### src/rtl/dds_cmd_ctrl.sv
// rtl/dds_cmd_ctrl.sv - UART byte command decoder producing DDS tuning word and waveform select (optional sweep: DDS_SWEEP_EN)
module dds_cmd_ctrl #(
    parameter int unsigned FW_K      = 5629500,
    parameter int unsigned SWEEP_DIV = 50000
) (
    input  logic        clk,
    input  logic        rst,
    input  logic [7:0]  rx_data,
    input  logic        rx_valid,
    output logic [31:0] freq_word,
    output logic [1:0]  wave_sel,
    output logic        upd,
    output logic        busy,
    output logic        err
);

    localparam logic [47:0] K48     = 48'(FW_K);
    localparam logic [31:0] FW_1KHZ = 32'd85899;

    typedef enum logic [1:0] {IDLE, CALC, COMMIT} state_t;

    state_t       state, state_nxt;
    logic [23:0]  acc;
    logic [3:0]   dig_cnt;
    logic [23:0]  mcand;
    logic [47:0]  prod;
    logic [4:0]   bit_cnt;

    logic         is_digit, is_s, is_a, is_b, is_c, is_t, is_w, start_calc;
    logic [23:0]  acc_nxt;
    logic [47:0]  prod_nxt;

`ifdef DDS_SWEEP_EN
    localparam logic [31:0] DIV_M1 = 32'(SWEEP_DIV - 1);
    logic [31:0]  step;
    logic         sweep_on;
    logic [31:0]  presc;
    logic         tgt_step;
`endif

    // Byte classification and the combinational pieces of the datapath
    always_comb begin
        is_digit = (rx_data >= 8'h30) && (rx_data <= 8'h39);
        is_s     = (rx_data == 8'h73);
        is_a     = (rx_data == 8'h61);
        is_b     = (rx_data == 8'h62);
        is_c     = (rx_data == 8'h63);
`ifdef DDS_SWEEP_EN
        is_t     = (rx_data == 8'h74);
        is_w     = (rx_data == 8'h77);
`else
        is_t     = 1'b0;
        is_w     = 1'b0;
`endif
        start_calc = rx_valid && (state == IDLE) && (is_s || is_t);
        // acc*10 + digit as (acc<<3)+(acc<<1)+digit, wrapping at 24 bits
        acc_nxt  = {acc[20:0], 3'b000} + {acc[22:0], 1'b0} + {20'd0, rx_data[3:0]};
        // one multiplicand bit per cycle, LSB first
        prod_nxt = prod + (mcand[0] ? (K48 << bit_cnt) : 48'd0);
    end

    // State register
    always_ff @(posedge clk or posedge rst) begin
        if (rst) state <= IDLE;
        else     state <= state_nxt;
    end

    // Next-state logic and busy flag
    always_comb begin
        state_nxt = state;
        busy      = 1'b0;
        case (state)
            IDLE:   if (start_calc) state_nxt = CALC;
            CALC: begin
                busy = 1'b1;
                if (bit_cnt == 5'd23) state_nxt = COMMIT;
            end
            COMMIT: state_nxt = IDLE;
            default: state_nxt = IDLE;
        endcase
    end

    // Datapath: digit accumulator, shift-add multiplier, output registers and pulses
    always_ff @(posedge clk or posedge rst) begin
        if (rst) begin
            acc       <= 24'd0;
            dig_cnt   <= 4'd0;
            mcand     <= 24'd0;
            prod      <= 48'd0;
            bit_cnt   <= 5'd0;
            freq_word <= FW_1KHZ;
            wave_sel  <= 2'b00;
            upd       <= 1'b0;
            err       <= 1'b0;
`ifdef DDS_SWEEP_EN
            step      <= 32'd0;
            sweep_on  <= 1'b0;
            presc     <= 32'd0;
            tgt_step  <= 1'b0;
`endif
        end else begin
            upd <= 1'b0;
            err <= 1'b0;
            case (state)
                IDLE: begin
`ifdef DDS_SWEEP_EN
                    // sweep prescaler runs only while idle; 'w' below overrides it
                    if (sweep_on) begin
                        if (presc == DIV_M1) begin
                            presc     <= 32'd0;
                            freq_word <= freq_word + step;
                            upd       <= 1'b1;
                        end else begin
                            presc <= presc + 32'd1;
                        end
                    end
`endif
                    if (rx_valid) begin
                        if (is_digit) begin
                            if (dig_cnt == 4'd8) begin
                                err <= 1'b1;
                            end else begin
                                acc     <= acc_nxt;
                                dig_cnt <= dig_cnt + 4'd1;
                            end
                        end else if (is_s || is_t) begin
                            mcand   <= acc;
                            acc     <= 24'd0;
                            dig_cnt <= 4'd0;
                            prod    <= 48'd0;
                            bit_cnt <= 5'd0;
`ifdef DDS_SWEEP_EN
                            tgt_step <= is_t;
`endif
                        end else if (is_a) begin
                            wave_sel <= 2'b00;
                            upd      <= 1'b1;
                        end else if (is_c) begin
                            wave_sel <= 2'b01;
                            upd      <= 1'b1;
                        end else if (is_b) begin
                            wave_sel <= 2'b10;
                            upd      <= 1'b1;
                        end else if (is_w) begin
`ifdef DDS_SWEEP_EN
                            sweep_on <= ~sweep_on;
                            presc    <= 32'd0;
`endif
                        end else begin
                            acc     <= 24'd0;
                            dig_cnt <= 4'd0;
                            err     <= 1'b1;
                        end
                    end
                end
                CALC: begin
                    if (rx_valid) err <= 1'b1;
                    prod    <= prod_nxt;
                    mcand   <= {1'b0, mcand[23:1]};
                    bit_cnt <= bit_cnt + 5'd1;
                    // last bit: register the result so it is visible during COMMIT
                    if (bit_cnt == 5'd23) begin
`ifdef DDS_SWEEP_EN
                        if (tgt_step) begin
                            step <= prod_nxt[47:16];
                        end else begin
                            freq_word <= prod_nxt[47:16];
                            upd       <= 1'b1;
                        end
`else
                        freq_word <= prod_nxt[47:16];
                        upd       <= 1'b1;
`endif
                    end
                end
                COMMIT: begin
                    if (rx_valid) err <= 1'b1;
                end
                default: ;
            endcase
        end
    end

endmodule

### config.mk
export PLATFORM = sky130hd
export DESIGN_NAME = dds_cmd_ctrl
export DESIGN_NICKNAME = d
export VERILOG_FILES = /design/src/rtl/dds_cmd_ctrl.sv
export SDC_FILE = /design/constraint.sdc
export NUM_CORES = 1
export LEC_CHECK = 0
export ABC_CLOCK_PERIOD_IN_PS = 5900
export BUFFER_PORTS_ARGS = -buffer_cell sky130_fd_sc_hd__buf_2
export CAP_MARGIN = 15
export CORE_MARGIN = 4
export CORE_UTILIZATION = 29
export DETAILED_ROUTE_END_ITERATION = 8
export GPL_ROUTABILITY_DRIVEN = 0
export SLEW_MARGIN = 20
export SYNTH_ARGS = -nofsm -noshare
export SYNTH_HDL_FRONTEND = slang
export SYNTH_SLANG_ARGS = --single-unit
### constraint.sdc
create_clock -name clk -period 5.9 [get_ports clk]
set_input_delay 0 -clock clk [delete_from_list [all_inputs] [get_ports clk]]
set_output_delay 0 -clock clk [all_outputs]
set_load 0.01 [all_outputs]
-- Word level (Yosys, flattened, before mapping)
Index checks and enable logic that the tools add are counted.
Widths: inputs -> output; s select.
- add/subtract/negate cells: 5
- order comparisons: 2
- eq/ne operators: 17
- shift-type cells: 1
- muxes and demuxes: 49
- bitwise gates (word level): 2
- reduce and logical (&&, ||, !) cells: 12
- operator list (cell ; count):
    $mux 24 ; 9
    $mux 48 ; 4
    $pmux 48 s2 ; 1
    $add 48x48->48 ; 1
    $pmux 24 s2 ; 1
    $shl 23x5->48 const A ; 1
    $eq 8x7->1 const B ; 4
    $add 24x24->24 ; 1
    $add 24x4->24 ; 1
    $mux 4 ; 6
    $mux 1 ; 16
    $mux 5 ; 3
    $ne 2x2->1 const B ; 6
    $mux 2 ; 5
    $pmux 5 s2 ; 1
    $ne 3x3->1 const B ; 3
    $ge 8x6->1 const B ; 1
    $le 8x6->1 const B ; 1
    $reduce_and 6->1 ; 1
    $add 5x1->5 const B ; 1
    $eq 5x5->1 const B ; 1
    $reduce_and 5->1 ; 1
    $add 4x1->4 const B ; 1
    $eq 4x4->1 const B ; 1
    12 further kinds ; 17
- register bits: 143
- bits of input ports: 11
- output and inout bits: 37
- word-level logic and storage cells: 98

-- Depth between registers and ports, before layout
- depth after elaboration: 8
- gate-level depth with buffers: 19
- mapped depth without buffers: 18

-- Worst setup path before layout
OpenSTA, ideal clock, no wires.
- path kind: flip-flop to flip-flop
- from: register bit_cnt[2]
- to: register freq_word[19]
- setup time: 127 ps
- data arrival time: 3711 ps
- required time: 5773 ps
- path slack: 2062 ps
- cell stages (with the launch flop): 17
- path buffers: 4
- clock period less this slack: 3838 ps
- path through: dfrtp_1 clkbuf_1 clkbuf_1 clkbuf_1 nor3_1 a32o_1 ha_1 buf_6 a21o_1 a31o_4 nor4_4 o31ai_2 a31o_2 a311oi_4 o21ai_1 xnor2_1 mux2_1
- cells in the longest elaborated chain, start to end: 3
- elaborated cells on any way between the ends: 5
- those cells by class: add/sub (1); eq/ne (1); shift (1); mux (1); reduce/logical (1)
- ends and longest elaborated chain (item ; line ; RTL):
    start, declared ; 27 ; logic [4:0] bit_cnt;
    start signal, assigned ; 160 ; bit_cnt <= bit_cnt + 5'd1;
    $shl 23x5->48 ; 59 ; prod_nxt = prod + (mcand[0] ? (K48 << bit_cnt) : 48'd0);
    $mux 48 ; 59 ;
    $add 48x48->48 ; 59 ;
    end signal, assigned ; 171 ; freq_word <= prod_nxt[47:16];
    end, declared ; 10 ; output logic [31:0] freq_word,
Several ways; a longest one is shown, not always the timed one.
A chain may end at the register's enable or synchronous reset.

-- Final worst setup path
- from: register bit_cnt[0]
- to: register prod[41]
- cells in the longest elaborated chain, start to end: 4
- ends and longest elaborated chain (item ; line ; RTL):
    $shl 23x5->48 ; 59 ;
    $mux 48 ; 59 ;
    $add 48x48->48 ; 59 ;
    $pmux 48 s2 ; 104 ; case (state)
    end signal, assigned ; 158 ; prod <= prod_nxt;
    end, declared ; 26 ; logic [47:0] prod;
Every way passes these cells.

==> reports/qor.yml <==
run_status:
  outcome: "finished clean"
power:
  clockPowerShare: 0.490
  seq_power_share: 0.455
  power_density_mw_per_mm2: 183.9
  share_comb_of_total_power: 0.055
  power.switching_uw: 500.9
  p_int_mw: 1.649
  leakage_nw: 5.465
  peakVddDrop_uv: 210.8
  finalPower_mw: 2.150
  switching_share: 0.2329
synth:
  yosys_register_bits: 141
  synth-seq-area-share: 0.3409
  synthesis.area_sq_mm: 0.01039
  synth_nets: 1252
  synthFlopType: "dfrtp_1"
  syn_avg_cell_area_sq_um: 9.144
  ys_warn_count: 0
  synth_cell_types: 84
  synth_enable_flop_cells: 0
  async_reset_ff_frac: 1.000
  syn_inst: 1136
setup_path:
  cp_slowest_stage_delay_ps: 670
  crit_fanout: 16
  path_class: "reg2reg"
  critPathTopFamily: "compound AO/OA/AOI/OAI gates"
  path_buf_inv: 1
  start_kind: "register"
  critical_path.cell_chain: "inv_1 > ha_1 > mux2_2 > mux2i_1 > nor2_1 > ha_1 > and3_1 > a22oi_1 > a211o_1 > o211ai_2 > a211oi_1 > o21ba_2 > o21bai_1 > xnor2_1 > o21ai_1"
  critical_path.slowest_cell: "dfrtp_1"
  endpoint_kind: "register"
  cpMostUsedCell: "ha_1"
  cp_data_required_time_ps: 6180
  worstPathArrival_ps: 4860
sta:
  worst_slew_pin_slew_ps: 1045
  clock_skew_ps: 11.87
  fin_setup_tns_ps: 0
  min_period_ps: 4574
  period_share: 0.7753
  relSlewSlack: 0.3033
  rsz0062_at_grt: "no"
  hold_slack_ps: 82.40
  slew_viol_final: 0
  hold_viol: 0
  max_freq_ghz: 0.2186
  finalSetupViolCount: 0
routing:
  routed.top_layer: "met4"
  ant_nets: 0
  drc: 0
  route.met3.wl_microns: 1067
  vias: 8462
  drt-met1-wl_microns: 12520
  post_drt_wl_per_cell_microns: 16.02
  first_pass_iters: 5
  met2_length_microns: 12130
  viasPerCell: 5.182
  wirelength_microns: 26160
  drtIter0Drc: 510
floorplan:
  die_area_sq_mm: 0.03891
  die_w_microns: 197.3
  initial_core_util: 0.2927
  rows: 69
  ios: 48
  core_sq_mm: 0.03548
  die_h_microns: 197.3
placed_design:
  placed_cell_area_sq_mm: 0.01108
  dp_hpwl_microns: 19210
  numPortBuffers: 47
global_route:
  antenna_found_initial: 0
  grt_max_degree: 90
  grt_pass1_vias: 8291
  track_usage: 0.1351
  grt_first_pass_wirelength_microns: 43090
  overflow: 0
layout:
  final_cell_mix: "nand2_1 (136), dfrtp_1 (130), ha_1 (101), o21ai_0 (96), nor2_1 (76)"
  stdcell_area_sq_mm: 0.01169
  area_growth_pct: 12.56
  final_common_cell: "nand2_1"
  postLayoutCoreUtil: 0.3295
  antenna_cells: 0
  fillers: 3615
  nets: 1276
  drive_above_1_share: 0.1408
job:
  maxCapViolCount: 0
clocking:
  clk_pin_slew_ps: 60
  clock_path_buffers: 2
  cts_tree: "yes"
  h-tree-depth: 4
  clkLatencyLatePin_ps: 430
  cts_root_buf: "clkbuf_16"
  clock-sinks: 141
  cts-buffers-inserted: 17
  post_cts_resized: 0
worst_hold_path:
  worst_hold_path_type: "in2reg"
## registers in the layout, summed over array words and instances (netlist names)
register   count
prod          46
freq_word     32
acc           24
mcand         24
bit_cnt        5
dig_cnt        4
state          2
wave_sel       2
err            1
upd            1
## tightest hold or removal path, cell delays in order
cell     delay (ps)
buf_2           140
ha_1            150
nand2_1          40
o21ai_0         130
## routing by layer
layer | global-route usage | up-vias
met1 | 0.1858 | 4055
met4 | 0.03724 | 0
met3 | 0.02627 | 32
met5 | 0 | -
met2 | 0.2177 | 192
li1 | - | 4183
## Yosys cell counts (all sizes together) (29+ instances only)
cell,number,area (sq um)
clkbuf,45,168.9
mux2,35,394.1
a21o,29,217.7
a21oi,72,375.4
ha,102,1276
mux2i,32,320.3
nand2,136,510.5
a22o,35,306.5
nor2,77,289.0
xnor2,39,341.6
inv,40,150.1
dfrtp,131,3278
o21ai,121,609.3
## stage by stage
stage | setup WS, ps | std cells
after floorplan | 2062 | 1136
after detailed placement | 1307 | 1597
after global placement | 1431 | 1597
after global routing | 1002 | 1633
after CTS | 1298 | 1632
final | 1326 | 1633
## final cells by class
cell class	instances	area [sq um]	share of cell area
multi-input cells	899	6500	0.5559
inverters	40	155.1	0.01327
clock buffers	24	471.7	0.04034
clock inverters	7	88.84	0.007598
repair buffers	61	357.8	0.03060
well taps	461	576.8	0.04933
flip-flops and latches	141	3542	0.3029
## worst paths after layout
kind	from	endpoint	depth (start not counted)	slack, ps
max	bit_cnt[0]$_DFFE_PP0P_	prod[41]$_DFFE_PP0P_	15	1330
min	rx_data[1]	acc[1]$_DFFE_PP0P_	4	80
max reg2reg	bit_cnt[0]$_DFFE_PP0P_	prod[41]$_DFFE_PP0P_	15	1330
min reg2reg	wave_sel[1]$_DFFE_PP0P_	wave_sel[1]$_DFFE_PP0P_	2	480
max in group asynchronous	rst	acc[0]$_DFFE_PP0P_	4	4430
min in group asynchronous	rst	prod[42]$_DFFE_PP0P_	3	270
## power groups by stage
| stage | registers [mW] | logic (mW) | clock network (mW) |
|---|---|---|---|
| 2_1_floorplan | 0.994 | 0.0819 | 0 |
| 3_3_place_gp | 0.996 | 0.115 | 0 |
| 3_5_place_dp | 0.996 | 0.116 | 0 |
| 4_1_cts | 0.979 | 0.119 | 1.08 |
| 5_1_grt | 0.979 | 0.133 | 1.13 |
| 6_report | 0.979 | 0.118 | 1.05 |
## logic make-up (layout without fill, tap and decap cells)
kind of cell / after synthesis / after routing / synth area share
fa+ha+maj: 105 / 105 / 0.1286
compound gates: 360 / 360 / 0.2380
xor+xnor: 60 / 60 / 0.05059
buf+inv: 96 / 132 / 0.03589
simple gates: 306 / 306 / 0.1350
flops: 141 / 141 / 0.3409
mux: 68 / 68 / 0.07095
## repair_timing
| item | in CTS | in global routing |
|---|---|---|
| endpoints found under the setup margin | 0 | 0 |
| buffers inserted | 0 | 0 |
| hold endpoints to repair | 84 | 0 |
| hold buffers | 4 | 0 |
Note: power is estimated with default switching activity, not from simulation.
